`config.mk`:
```
export PLATFORM = sky130hd
export DESIGN_NAME = hazard_ctrl
export DESIGN_NICKNAME = d
export VERILOG_FILES = /design/src/rtl/aww_types_pkg.sv /design/src/rtl/hazard_scoreboard.sv /design/src/rtl/hazard_ctrl.sv
export SDC_FILE = /design/constraint.sdc
export NUM_CORES = 1
export LEC_CHECK = 0
export CAP_MARGIN = 40
export CORE_ASPECT_RATIO = 1.1
export CORE_UTILIZATION = 60
export CTS_BUF_LIST = sky130_fd_sc_hd__clkbuf_4 sky130_fd_sc_hd__clkbuf_8
export DETAILED_ROUTE_END_ITERATION = 8
export GPL_TIMING_DRIVEN = 0
export PLACE_DENSITY = 0.83
export SLEW_MARGIN = 10
export SYNTH_ARGS = -nofsm -noshare
export SYNTH_HDL_FRONTEND = slang
export SYNTH_SLANG_ARGS = --single-unit
```
`constraint.sdc`:
```
create_clock -name CLK -period 6.08 [get_ports CLK]
set_clock_uncertainty 0.2 [all_clocks]
set_input_delay 1.216 -clock CLK [delete_from_list [all_inputs] [get_ports CLK]]
set_output_delay 1.216 -clock CLK [all_outputs]
set_load 0.05 [all_outputs]
```
`src/rtl/aww_types_pkg.sv`:
```
// aww_types_pkg: shared types for the pipeline hazard controller.
//   stall_t    - pipeline stall code driven to the datapath
//   hz_state_t - controller sequencing state
//   max_int    - elaboration-time helper for sizing the scoreboard counters
package aww_types_pkg;

    typedef enum logic [1:0] {
        NO_STALL   = 2'd0,
        IFID_STALL = 2'd1,
        IDEX_STALL = 2'd2,
        FULL_STALL = 2'd3
    } stall_t;

    typedef enum logic [1:0] {
        RUN    = 2'd0,
        DWAIT  = 2'd1,
        DRAIN  = 2'd2,
        HALTED = 2'd3
    } hz_state_t;

    function automatic int max_int(input int a, input int b);
        return (a > b) ? a : b;
    endfunction

endpackage

```
`src/rtl/hazard_scoreboard.sv`:
```
// hazard_scoreboard: one down-counter per architectural register holding the
// number of advancing cycles before that register's value is usable by the
// instruction in ID.
// Optional feature macro: HAZARD_FWD_EN (forwarding present, only loads hazard).
// Ports:
//   CLK, RST                 clock, synchronous active-high reset
//   issue                    instruction in ID issues this cycle
//   dec_en                   pipeline advances (counters decrement)
//   id_valid                 valid instruction in ID
//   id_rs/id_rt (+_used)     source registers and whether they are read
//   id_wsel, id_wen, id_load destination, write enable, load flag
//   hazard                   RAW hazard for the instruction in ID
//   all_zero                 no register has an outstanding write
module hazard_scoreboard
    import aww_types_pkg::*;
#(
    parameter int NREGS    = 32,
    parameter int LOAD_LAT = 1,
    parameter int WB_DIST  = 3,
    parameter int ZERO_REG = 1,
    localparam int RW      = $clog2(NREGS)
) (
    input  logic          CLK,
    input  logic          RST,
    input  logic          issue,
    input  logic          dec_en,
    input  logic          id_valid,
    input  logic [RW-1:0] id_rs,
    input  logic [RW-1:0] id_rt,
    input  logic          id_rs_used,
    input  logic          id_rt_used,
    input  logic [RW-1:0] id_wsel,
    input  logic          id_wen,
    input  logic          id_load,
    output logic          hazard,
    output logic          all_zero
);

`ifdef HAZARD_FWD_EN
    localparam int LOAD_VAL = LOAD_LAT;
    localparam int ALU_VAL  = 0;
`else
    localparam int LOAD_VAL = max_int(LOAD_LAT, WB_DIST);
    localparam int ALU_VAL  = WB_DIST;
`endif
    // At least one bit even when every latency is zero.
    localparam int CW = $clog2(max_int(max_int(LOAD_VAL, ALU_VAL), 1) + 1);

    logic [CW-1:0] cnt [NREGS];
    logic [CW-1:0] load_val;
    logic          track;
    logic          rs_busy;
    logic          rt_busy;

    assign load_val = id_load ? CW'(LOAD_VAL) : CW'(ALU_VAL);
    assign track    = issue && id_wen && !((ZERO_REG != 0) && (id_wsel == '0));

    // A new write to a register takes precedence over its decrement.
    always_ff @(posedge CLK) begin
        if (RST) begin
            for (int i = 0; i < NREGS; i++) cnt[i] <= '0;
        end else begin
            for (int i = 0; i < NREGS; i++) begin
                if (track && (id_wsel == RW'(i)))
                    cnt[i] <= load_val;
                else if (dec_en && (cnt[i] != '0))
                    cnt[i] <= cnt[i] - CW'(1);
            end
        end
    end

    assign rs_busy = id_rs_used && (cnt[id_rs] != '0) && !((ZERO_REG != 0) && (id_rs == '0));
    assign rt_busy = id_rt_used && (cnt[id_rt] != '0) && !((ZERO_REG != 0) && (id_rt == '0));
    assign hazard  = id_valid && (rs_busy || rt_busy);

    always_comb begin
        all_zero = 1'b1;
        for (int i = 0; i < NREGS; i++)
            if (cnt[i] != '0) all_zero = 1'b0;
    end

endmodule

```
`src/rtl/hazard_ctrl.sv`:
```
// hazard_ctrl: pipeline hazard controller for the five-stage core. Drives
// pipeline-register stalls, flushes and the PC write enable from a registered
// register scoreboard, a data-memory wait FSM, a halt-drain sequence and a
// saturating stall counter.
// Optional feature macro: HAZARD_FWD_EN (see hazard_scoreboard).
// Ports:
//   CLK, RST        clock, synchronous active-high reset
//   id_*            instruction in ID (valid, sources, destination, load)
//   ihit            instruction fetch completed
//   dmem_req, dhit  data-memory request pending / completed
//   npc_change      taken branch/jump resolved in EX
//   halt            halt in ID/EX
//   stat_clr        clear stall counter
//   pipe_stall      stall code (stall_t), combinational
//   flush           [0] IF/ID, [1] ID/EX, [2] EX/MEM, [3] MEM/WB, combinational
//   pc_wen          PC write enable, combinational
//   halted          sticky halted flag, registered
//   stall_cnt       saturating count of stalled cycles, registered
//
// state  | meaning
// RUN    | normal operation
// DWAIT  | waiting on data memory, whole pipe frozen
// DRAIN  | halt seen, fetch squashed until scoreboard empties
// HALTED | stopped, only reset leaves
module hazard_ctrl
    import aww_types_pkg::*;
#(
    parameter int NREGS    = 32,
    parameter int LOAD_LAT = 1,
    parameter int WB_DIST  = 3,
    parameter int CNT_W    = 16,
    parameter int ZERO_REG = 1,
    localparam int RW      = $clog2(NREGS)
) (
    input  logic             CLK,
    input  logic             RST,
    input  logic             id_valid,
    input  logic [RW-1:0]    id_rs,
    input  logic [RW-1:0]    id_rt,
    input  logic             id_rs_used,
    input  logic             id_rt_used,
    input  logic [RW-1:0]    id_wsel,
    input  logic             id_wen,
    input  logic             id_load,
    input  logic             ihit,
    input  logic             dmem_req,
    input  logic             dhit,
    input  logic             npc_change,
    input  logic             halt,
    input  logic             stat_clr,
    output stall_t           pipe_stall,
    output logic [3:0]       flush,
    output logic             pc_wen,
    output logic             halted,
    output logic [CNT_W-1:0] stall_cnt
);

    hz_state_t state;
    logic      hazard;
    logic      all_zero;
    logic      issue;
    logic      dec_en;

    // A taken branch lets the instruction in ID go even while fetch is stalled.
    assign issue  = id_valid && ((pipe_stall == NO_STALL) ||
                                 ((pipe_stall == IFID_STALL) && npc_change));
    assign dec_en = (pipe_stall != FULL_STALL);

    hazard_scoreboard #(
        .NREGS    (NREGS),
        .LOAD_LAT (LOAD_LAT),
        .WB_DIST  (WB_DIST),
        .ZERO_REG (ZERO_REG)
    ) u_sb (
        .CLK        (CLK),
        .RST        (RST),
        .issue      (issue),
        .dec_en     (dec_en),
        .id_valid   (id_valid),
        .id_rs      (id_rs),
        .id_rt      (id_rt),
        .id_rs_used (id_rs_used),
        .id_rt_used (id_rt_used),
        .id_wsel    (id_wsel),
        .id_wen     (id_wen),
        .id_load    (id_load),
        .hazard     (hazard),
        .all_zero   (all_zero)
    );

    always_comb begin
        pipe_stall = NO_STALL;
        if (RST || (state == HALTED))
            pipe_stall = FULL_STALL;
        else if ((state == DWAIT) || ((state == RUN) && dmem_req && !dhit))
            pipe_stall = FULL_STALL;
        else if (hazard)
            pipe_stall = IDEX_STALL;
        else if (!ihit)
            pipe_stall = IFID_STALL;
    end

    always_comb begin
        flush  = 4'b0000;
        pc_wen = 1'b0;
        if (RST) begin
            flush = 4'b1111;
        end else begin
            if (pipe_stall == IDEX_STALL)
                flush[1] = 1'b1;
            if (npc_change && (pipe_stall != FULL_STALL))
                flush[1:0] = 2'b11;
            if (state == DRAIN)
                flush[0] = 1'b1;
            if ((state != DRAIN) && (state != HALTED))
                pc_wen = (npc_change && (pipe_stall != FULL_STALL)) ||
                         (pipe_stall == NO_STALL);
        end
    end

    always_ff @(posedge CLK) begin
        if (RST) begin
            state  <= RUN;
            halted <= 1'b0;
        end else begin
            case (state)
                RUN: begin
                    if (dmem_req && !dhit) state <= DWAIT;
                    else if (halt)         state <= DRAIN;
                end
                DWAIT:   if (dhit) state <= RUN;
                DRAIN:   if (all_zero && !dmem_req) state <= HALTED;
                HALTED:  state <= HALTED;
                default: state <= RUN;
            endcase
            halted <= halted || (state == HALTED);
        end
    end

    always_ff @(posedge CLK) begin
        if (RST || stat_clr)
            stall_cnt <= '0;
        else if ((pipe_stall != NO_STALL) && (stall_cnt != '1))
            stall_cnt <= stall_cnt + CNT_W'(1);
    end

endmodule

```
==> impl_metrics.env, run 1 <==
export IMPL_insertion_delay_ns=0.38
export IMPL_synth_area_leader_cell="edfxtp_1"
export IMPL_synth_flop_cell="edfxtp_1"
export IMPL_cp_data_arrival_time_ns=4.49
export IMPL_grt_pass1_wl_um=26000
export IMPL_max_stage_delay_ns=0.83
export IMPL_worst_setup_path_start_kind="primary input"
export IMPL_synth_edf_count=64
export IMPL_ys_seq_area_share_pct=40.7
export IMPL_syn2layout_area_growth_pct=15.0
export IMPL_fill_cells=680
export IMPL_grt_max_degree=15
export IMPL_drive_gt1_share_pct=8.15
export IMPL_cp_buffers_inverters=4
export IMPL_crit_path_end_kind="output port"
export IMPL_cts_setup_buffers=0
export IMPL_synth_top_area_share_pct=34.0
export IMPL_ys_async_sr_fraction_pct=0
export IMPL_synth_seq_cells=83
export IMPL_cts_buffers=9
export IMPL_dieArea_um2=9820
export IMPL_synth_warnings=0
export IMPL_synth_most_common_cell="nor2_1"
export IMPL_gr_total_overflow=0
export IMPL_start_util_pct=62.8
export IMPL_hp_class="reg2reg"
export IMPL_h_tree_depth=3
export IMPL_cts_root_buf="clkbuf_8"
export IMPL_ir_drop_mv=0.183
export IMPL_synth_avg_cell_area_um2=8.59
export IMPL_cp_required_ns=4.66
export IMPL_crit_slowest_cell="clkdlybuf4s50_1"
export IMPL_status="finished, final reports clean"
export IMPL_first_pass_iters=5
export IMPL_die_h_um=104
export IMPL_fin_crit_ns=5.90
export IMPL_num_rows=36
export IMPL_instances_no_fill=838
export IMPL_setup_tns_ns=0
export IMPL_drt_iter0_markers=647
export IMPL_cp_max_fo=10
export IMPL_die_w_um=94.6
export IMPL_netlist_area_um2=5660
export IMPL_synthTopCellsByCount="nor2_1, inv_1, edfxtp_1"
export IMPL_cts_sinks=83
export IMPL_path_common_cell="clkdlybuf4s50_1"
export IMPL_maxCapViolCount=0
export IMPL_critical_path_top_delay_family="buffers and inverters"
export IMPL_hpwl_um=12200
export IMPL_antenna_found_initial=0
export IMPL_critPathKind="in2out"
export IMPL_drc_errors=0
export IMPL_worst_slew_pin_transition_ns=0.767
export IMPL_port_buffers=50
export IMPL_vias=5468
export IMPL_maxSlewHeadroom_pct=48.9
export IMPL_ys_types=51
export IMPL_cts_tree="done"
export IMPL_rsz0062_at_grt="no"
export IMPL_cellLeakagePower_nw=2.63
export IMPL_report_final_setup_viol=0
export IMPL_ant_nets=0
export IMPL_final_period_utilization_pct=97.1
export IMPL_avgRoutedWirePerCell_um=19.2
export IMPL_worstPathCellList="clkdlybuf4s50_1 > nand2_1 > o21ai_1 > or2_2 > clkbuf_1 > clkbuf_2 > o21bai_1 > clkdlybuf4s50_1"
export IMPL_track_usage_pct=34.5
export IMPL_gp_congestion=1.02
export IMPL_synth_nets=719
export IMPL_syn_inst=658
export IMPL_layout_nets=780
export IMPL_place_inst=822
export IMPL_antenna_cells=0
export IMPL_cts_max_path_buffers=2
export IMPL_power_density_nw_per_um2=288
export IMPL_cts_clk_slew_worst_paths_ns=0.09
export IMPL_hold_viol_final=0
export IMPL_clock_fmax_mhz=169
export IMPL_via_per_inst=6.53
export IMPL_grt_pass1_vias=5367
export IMPL_wirelength_um=16100
export IMPL_fp_coreArea_um2=9010
export IMPL_io_pins=52
export IMPL_drv_slew=0
export IMPL_yosys_top_cells_area="edfxtp_1, ha_1, dfxtp_1"
==> sequential cells by signal, indices dropped and copies added (netlist names) <==
register,cells
halted,1
stall_cnt,16
u_sb.cnt,64
state,2
==> per-stage QoR <==
| step | worst slack (ns) | instance area (um2) | total power [mW] | hold slack [ns] | utilization [%] |
|---|---|---|---|---|---|
| 3_3_place_gp | 0.0748 | 6300 | 1.40 | 0.258 | 69.9 |
| 5_1_grt | 0.0578 | 6500 | 1.97 | 0.335 | 72.2 |
| 2_1_floorplan | 1.12 | 5660 | 1.25 | 0.281 | - |
| 4_1_cts | 0.0595 | 6500 | 1.85 | 0.286 | 72.1 |
| 3_5_place_dp | 0.0733 | 6300 | 1.44 | 0.266 | 69.9 |
| 6_report | 0.178 | 6500 | 1.87 | 0.284 | 72.2 |
==> cells by family (layout without fill, tap and decap cells) <==
group           after synthesis  after routing  synth area share, %
buf+inv                     114            180                 8.27
simple gates                274            274                 23.6
fa+ha+maj                    33             33                 7.30
mux                           5              5                 1.77
flops                        83             83                 40.7
compound gates              148            148                 18.2
xor+xnor                      1              1                0.155
==> final cells by class <==
class	instances	area (um2)	share of cell area, %
Timing Repair Buffer	50	503	7.74
Buffer	38	184	2.83
Tap cell	114	143	2.19
Clock buffer	11	145	2.23
Inverter	76	285	4.39
Clock inverter	5	53.8	0.828
Sequential cell	83	2300	35.4
Multi-Input combinational cell	461	2890	44.4
==> routing by layer <==
layer	up-vias	part of all wire [%]	GRT usage [%]	routed length, um
met5	-	0	0	0
met4	0	3.1	14.5	495
met3	56	10	8.15	1600
met2	349	48	56.7	7760
met1	2541	39	42.9	6230
li1	2522	-	-	-
==> path summary, 6_finish.rpt <==
kind	slack [ns]	endpoint	startpoint	cells past startpoint
max	0.18	pipe_stall[0]	dmem_req	8
min	0.28	halted$_SDFF_PP0_	halted$_SDFF_PP0_	2
max reg2reg	2.81	u_sb.cnt[16][1]$_SDFFCE_PN0P_	u_sb.cnt[1][0]$_SDFFCE_PN0P_	9
min reg2reg	0.28	halted$_SDFF_PP0_	halted$_SDFF_PP0_	2
==> report_power, final <==
group,switching [mW],internal [mW]
clock,0.213,0.204
combinational,0.375,0.234
sequential,0.0894,0.754
total,0.678,1.19
==> worst register-to-register path: stages, from the launching register on <==
cell	delay, ns
edfxtp_1	0.45
or4_1	0.54
o31ai_1	0.10
a311oi_1	0.07
o32a_1	0.40
o21ai_2	0.30
and3b_1	0.21
buf_4	0.13
nand3_1	0.19
o21ai_0	0.35
==> layout by cell type (no fill, tap or decap), types with 14 or more instances in the layout <==
cell | netlist | routed
ha_1 | 33 | 33
a21oi_1 | 21 | 21
nand3_1 | 26 | 26
clkbuf_1 | 21 | 21
inv_1 | 76 | 76
nor3_1 | 27 | 27
nand2_1 | 55 | 55
nor2_1 | 98 | 98
a31oi_1 | 37 | 37
o31ai_1 | 32 | 32
edfxtp_1 | 64 | 64
dfxtp_1 | 19 | 19
clkdlybuf4s50_1 | 0 | 49
nand4_1 | 14 | 14
==> what timing repair did <==
action / in CTS / in global routing
endpoints found under the hold margin: 0 / 0
hold buffers: 0 / 0
endpoints found under the setup margin: 0 / 2
gates resized for setup: 0 / 2
No activity file was read; power rests on OpenSTA's default activity.
==> inputs of run 2 (changes only) <==
- CORE_UTILIZATION: 60 -> 25
- PLACE_DENSITY: 0.83 -> unset
- clock period: 6.08 -> 7.24 ns (I/O delays scaled with it)
==> impl_metrics.env, run 2 (synthesis gave the netlist of run 1 again) <==
export IMPL_status="finished, final reports clean"
export IMPL_cts_tree="done"
export IMPL_die_w_um=145
export IMPL_num_rows=57
export IMPL_place_inst=1003
export IMPL_layout_nets=780
export IMPL_via_per_inst=5.08
export IMPL_hpwl_um=12800
export IMPL_clock_fmax_mhz=149
export IMPL_setup_tns_ns=0
export IMPL_fin_crit_ns=6.71
export IMPL_cellLeakagePower_nw=2.65
export IMPL_hold_viol_final=0
export IMPL_instances_no_fill=1019
export IMPL_start_util_pct=25.6
export IMPL_fp_coreArea_um2=22100
export IMPL_cp_required_ns=5.59
export IMPL_gp_congestion=0.867
export IMPL_final_period_utilization_pct=92.7
export IMPL_antenna_cells=0
export IMPL_report_final_setup_viol=0
export IMPL_cts_root_buf="clkbuf_8"
export IMPL_gr_total_overflow=0
export IMPL_wirelength_um=16900
export IMPL_path_common_cell="clkdlybuf4s50_1"
export IMPL_cp_depth=8
export IMPL_power_density_nw_per_um2=246
export IMPL_maxCapViolCount=0
export IMPL_hold_buffers=0
export IMPL_grt_max_degree=15
export IMPL_largest_register="u_sb.cnt"
export IMPL_worstPathCellList="clkdlybuf4s50_1 > nand2_1 > o21ai_1 > or2_2 > clkbuf_1 > buf_1 > o21bai_1 > clkdlybuf4s50_1"
export IMPL_cts_setup_buffers=0
export IMPL_cts_buffers=9
export IMPL_critical_path_top_delay_family="buffers and inverters"
export IMPL_ant_nets=0
export IMPL_syn2layout_area_growth_pct=20.1
export IMPL_post_place_ws_ns=0.517
export IMPL_avgRoutedWirePerCell_um=16.6
export IMPL_max_stage_delay_ns=0.85
export IMPL_insertion_delay_ns=0.39
export IMPL_rsz0062_at_grt="no"
export IMPL_fin_ws_ns=0.527
export IMPL_mostFrequentLayoutCell="nor2_1"
export IMPL_port_buffers=50
export IMPL_ir_drop_mv=0.0935
export IMPL_drc_errors=0
export IMPL_antenna_found_initial=0
export IMPL_total_power_mw=1.67
export IMPL_dieArea_um2=23200
export IMPL_drv_slew=0
export IMPL_vias=5178
export IMPL_largest_reg_flops=64
export IMPL_top_regs="u_sb.cnt (64), stall_cnt (16), state (2)"
export IMPL_crit_slowest_cell="clkdlybuf4s50_1"
export IMPL_io_pins=52
export IMPL_whs_path_depth=2
export IMPL_h_tree_depth=3
export IMPL_worst_slew_pin_transition_ns=0.817
export IMPL_final_cell_mix="nor2_1, inv_1, edfxtp_1, nand2_1, clkdlybuf4s50_1"
export IMPL_critPathKind="in2out"
export IMPL_grt_pass1_vias=5046
export IMPL_cts_resized=0
export IMPL_maxSlewHeadroom_pct=45.6
export IMPL_crit_path_end_kind="output port"
export IMPL_cts_max_path_buffers=2
export IMPL_cp_buffers_inverters=4
export IMPL_grt_pass1_wl_um=27300
export IMPL_drt_iter0_markers=359
export IMPL_cts_clk_slew_worst_paths_ns=0.08
export IMPL_track_usage_pct=15.1
export IMPL_die_h_um=160
export IMPL_cts_sinks=83
export IMPL_drive_gt1_share_pct=8.15
export IMPL_cp_data_arrival_time_ns=5.06
export IMPL_hp_class="reg2reg"
export IMPL_cp_max_fo=10
export IMPL_first_pass_iters=5
export IMPL_worstRegToRegCells=9
export IMPL_worst_setup_path_start_kind="primary input"
## run 2: metal layers
| metal | routed length, um | global-route usage, % |
|---|---|---|
| met5 | 0 | 0 |
| met4 | 177 | 3.25 |
| met3 | 1650 | 5.34 |
| met2 | 7280 | 23.0 |
| met1 | 7770 | 20.4 |
## run 2: path summary, 6_finish.rpt
check	slack, ns	endpoint	from
max	0.53	pipe_stall[0]	dmem_req
min	0.27	halted$_SDFF_PP0_	halted$_SDFF_PP0_
max reg2reg	4.00	u_sb.cnt[16][0]$_SDFFCE_PN0P_	u_sb.cnt[1][1]$_SDFFCE_PN0P_
min reg2reg	0.27	halted$_SDFF_PP0_	halted$_SDFF_PP0_
## run 2: report_power, final
| group | switching (mW) | internal [mW] |
|---|---|---|
| Clock | 0.192 | 0.269 |
| Combinational | 0.309 | 0.195 |
| Sequential | 0.0732 | 0.633 |
## run 2: final cells by class
| type | count | area, um2 |
|---|---|---|
| Timing Repair Buffer | 50 | 500 |
| Tap cell | 295 | 369 |
| Buffer | 38 | 183 |
| Multi-Input combinational cell | 461 | 2890 |
| Fill cell | 2381 | 15300 |
| Inverter | 76 | 285 |
| Clock buffer | 10 | 131 |
| Clock inverter | 6 | 136 |
| Sequential cell | 83 | 2300 |
## run 2: tightest hold or removal path, cell delays in order (launching register included)
cell	delay (ns)
dfxtp_1	0.33
a21oi_1	0.04
nor2_1	0.07
## run 2: through the flow
| stage | area [um2] | hold slack [ns] | util [%] |
|---|---|---|---|
| final | 6790 | 0.275 | 30.7 |
| after detailed placement | 6530 | 0.267 | 29.5 |
| after floorplan | 5660 | 0.281 | - |
| after global routing | 6790 | 0.304 | 30.7 |
| after global placement | 6530 | 0.265 | 29.5 |
| after CTS | 6790 | 0.288 | 30.7 |
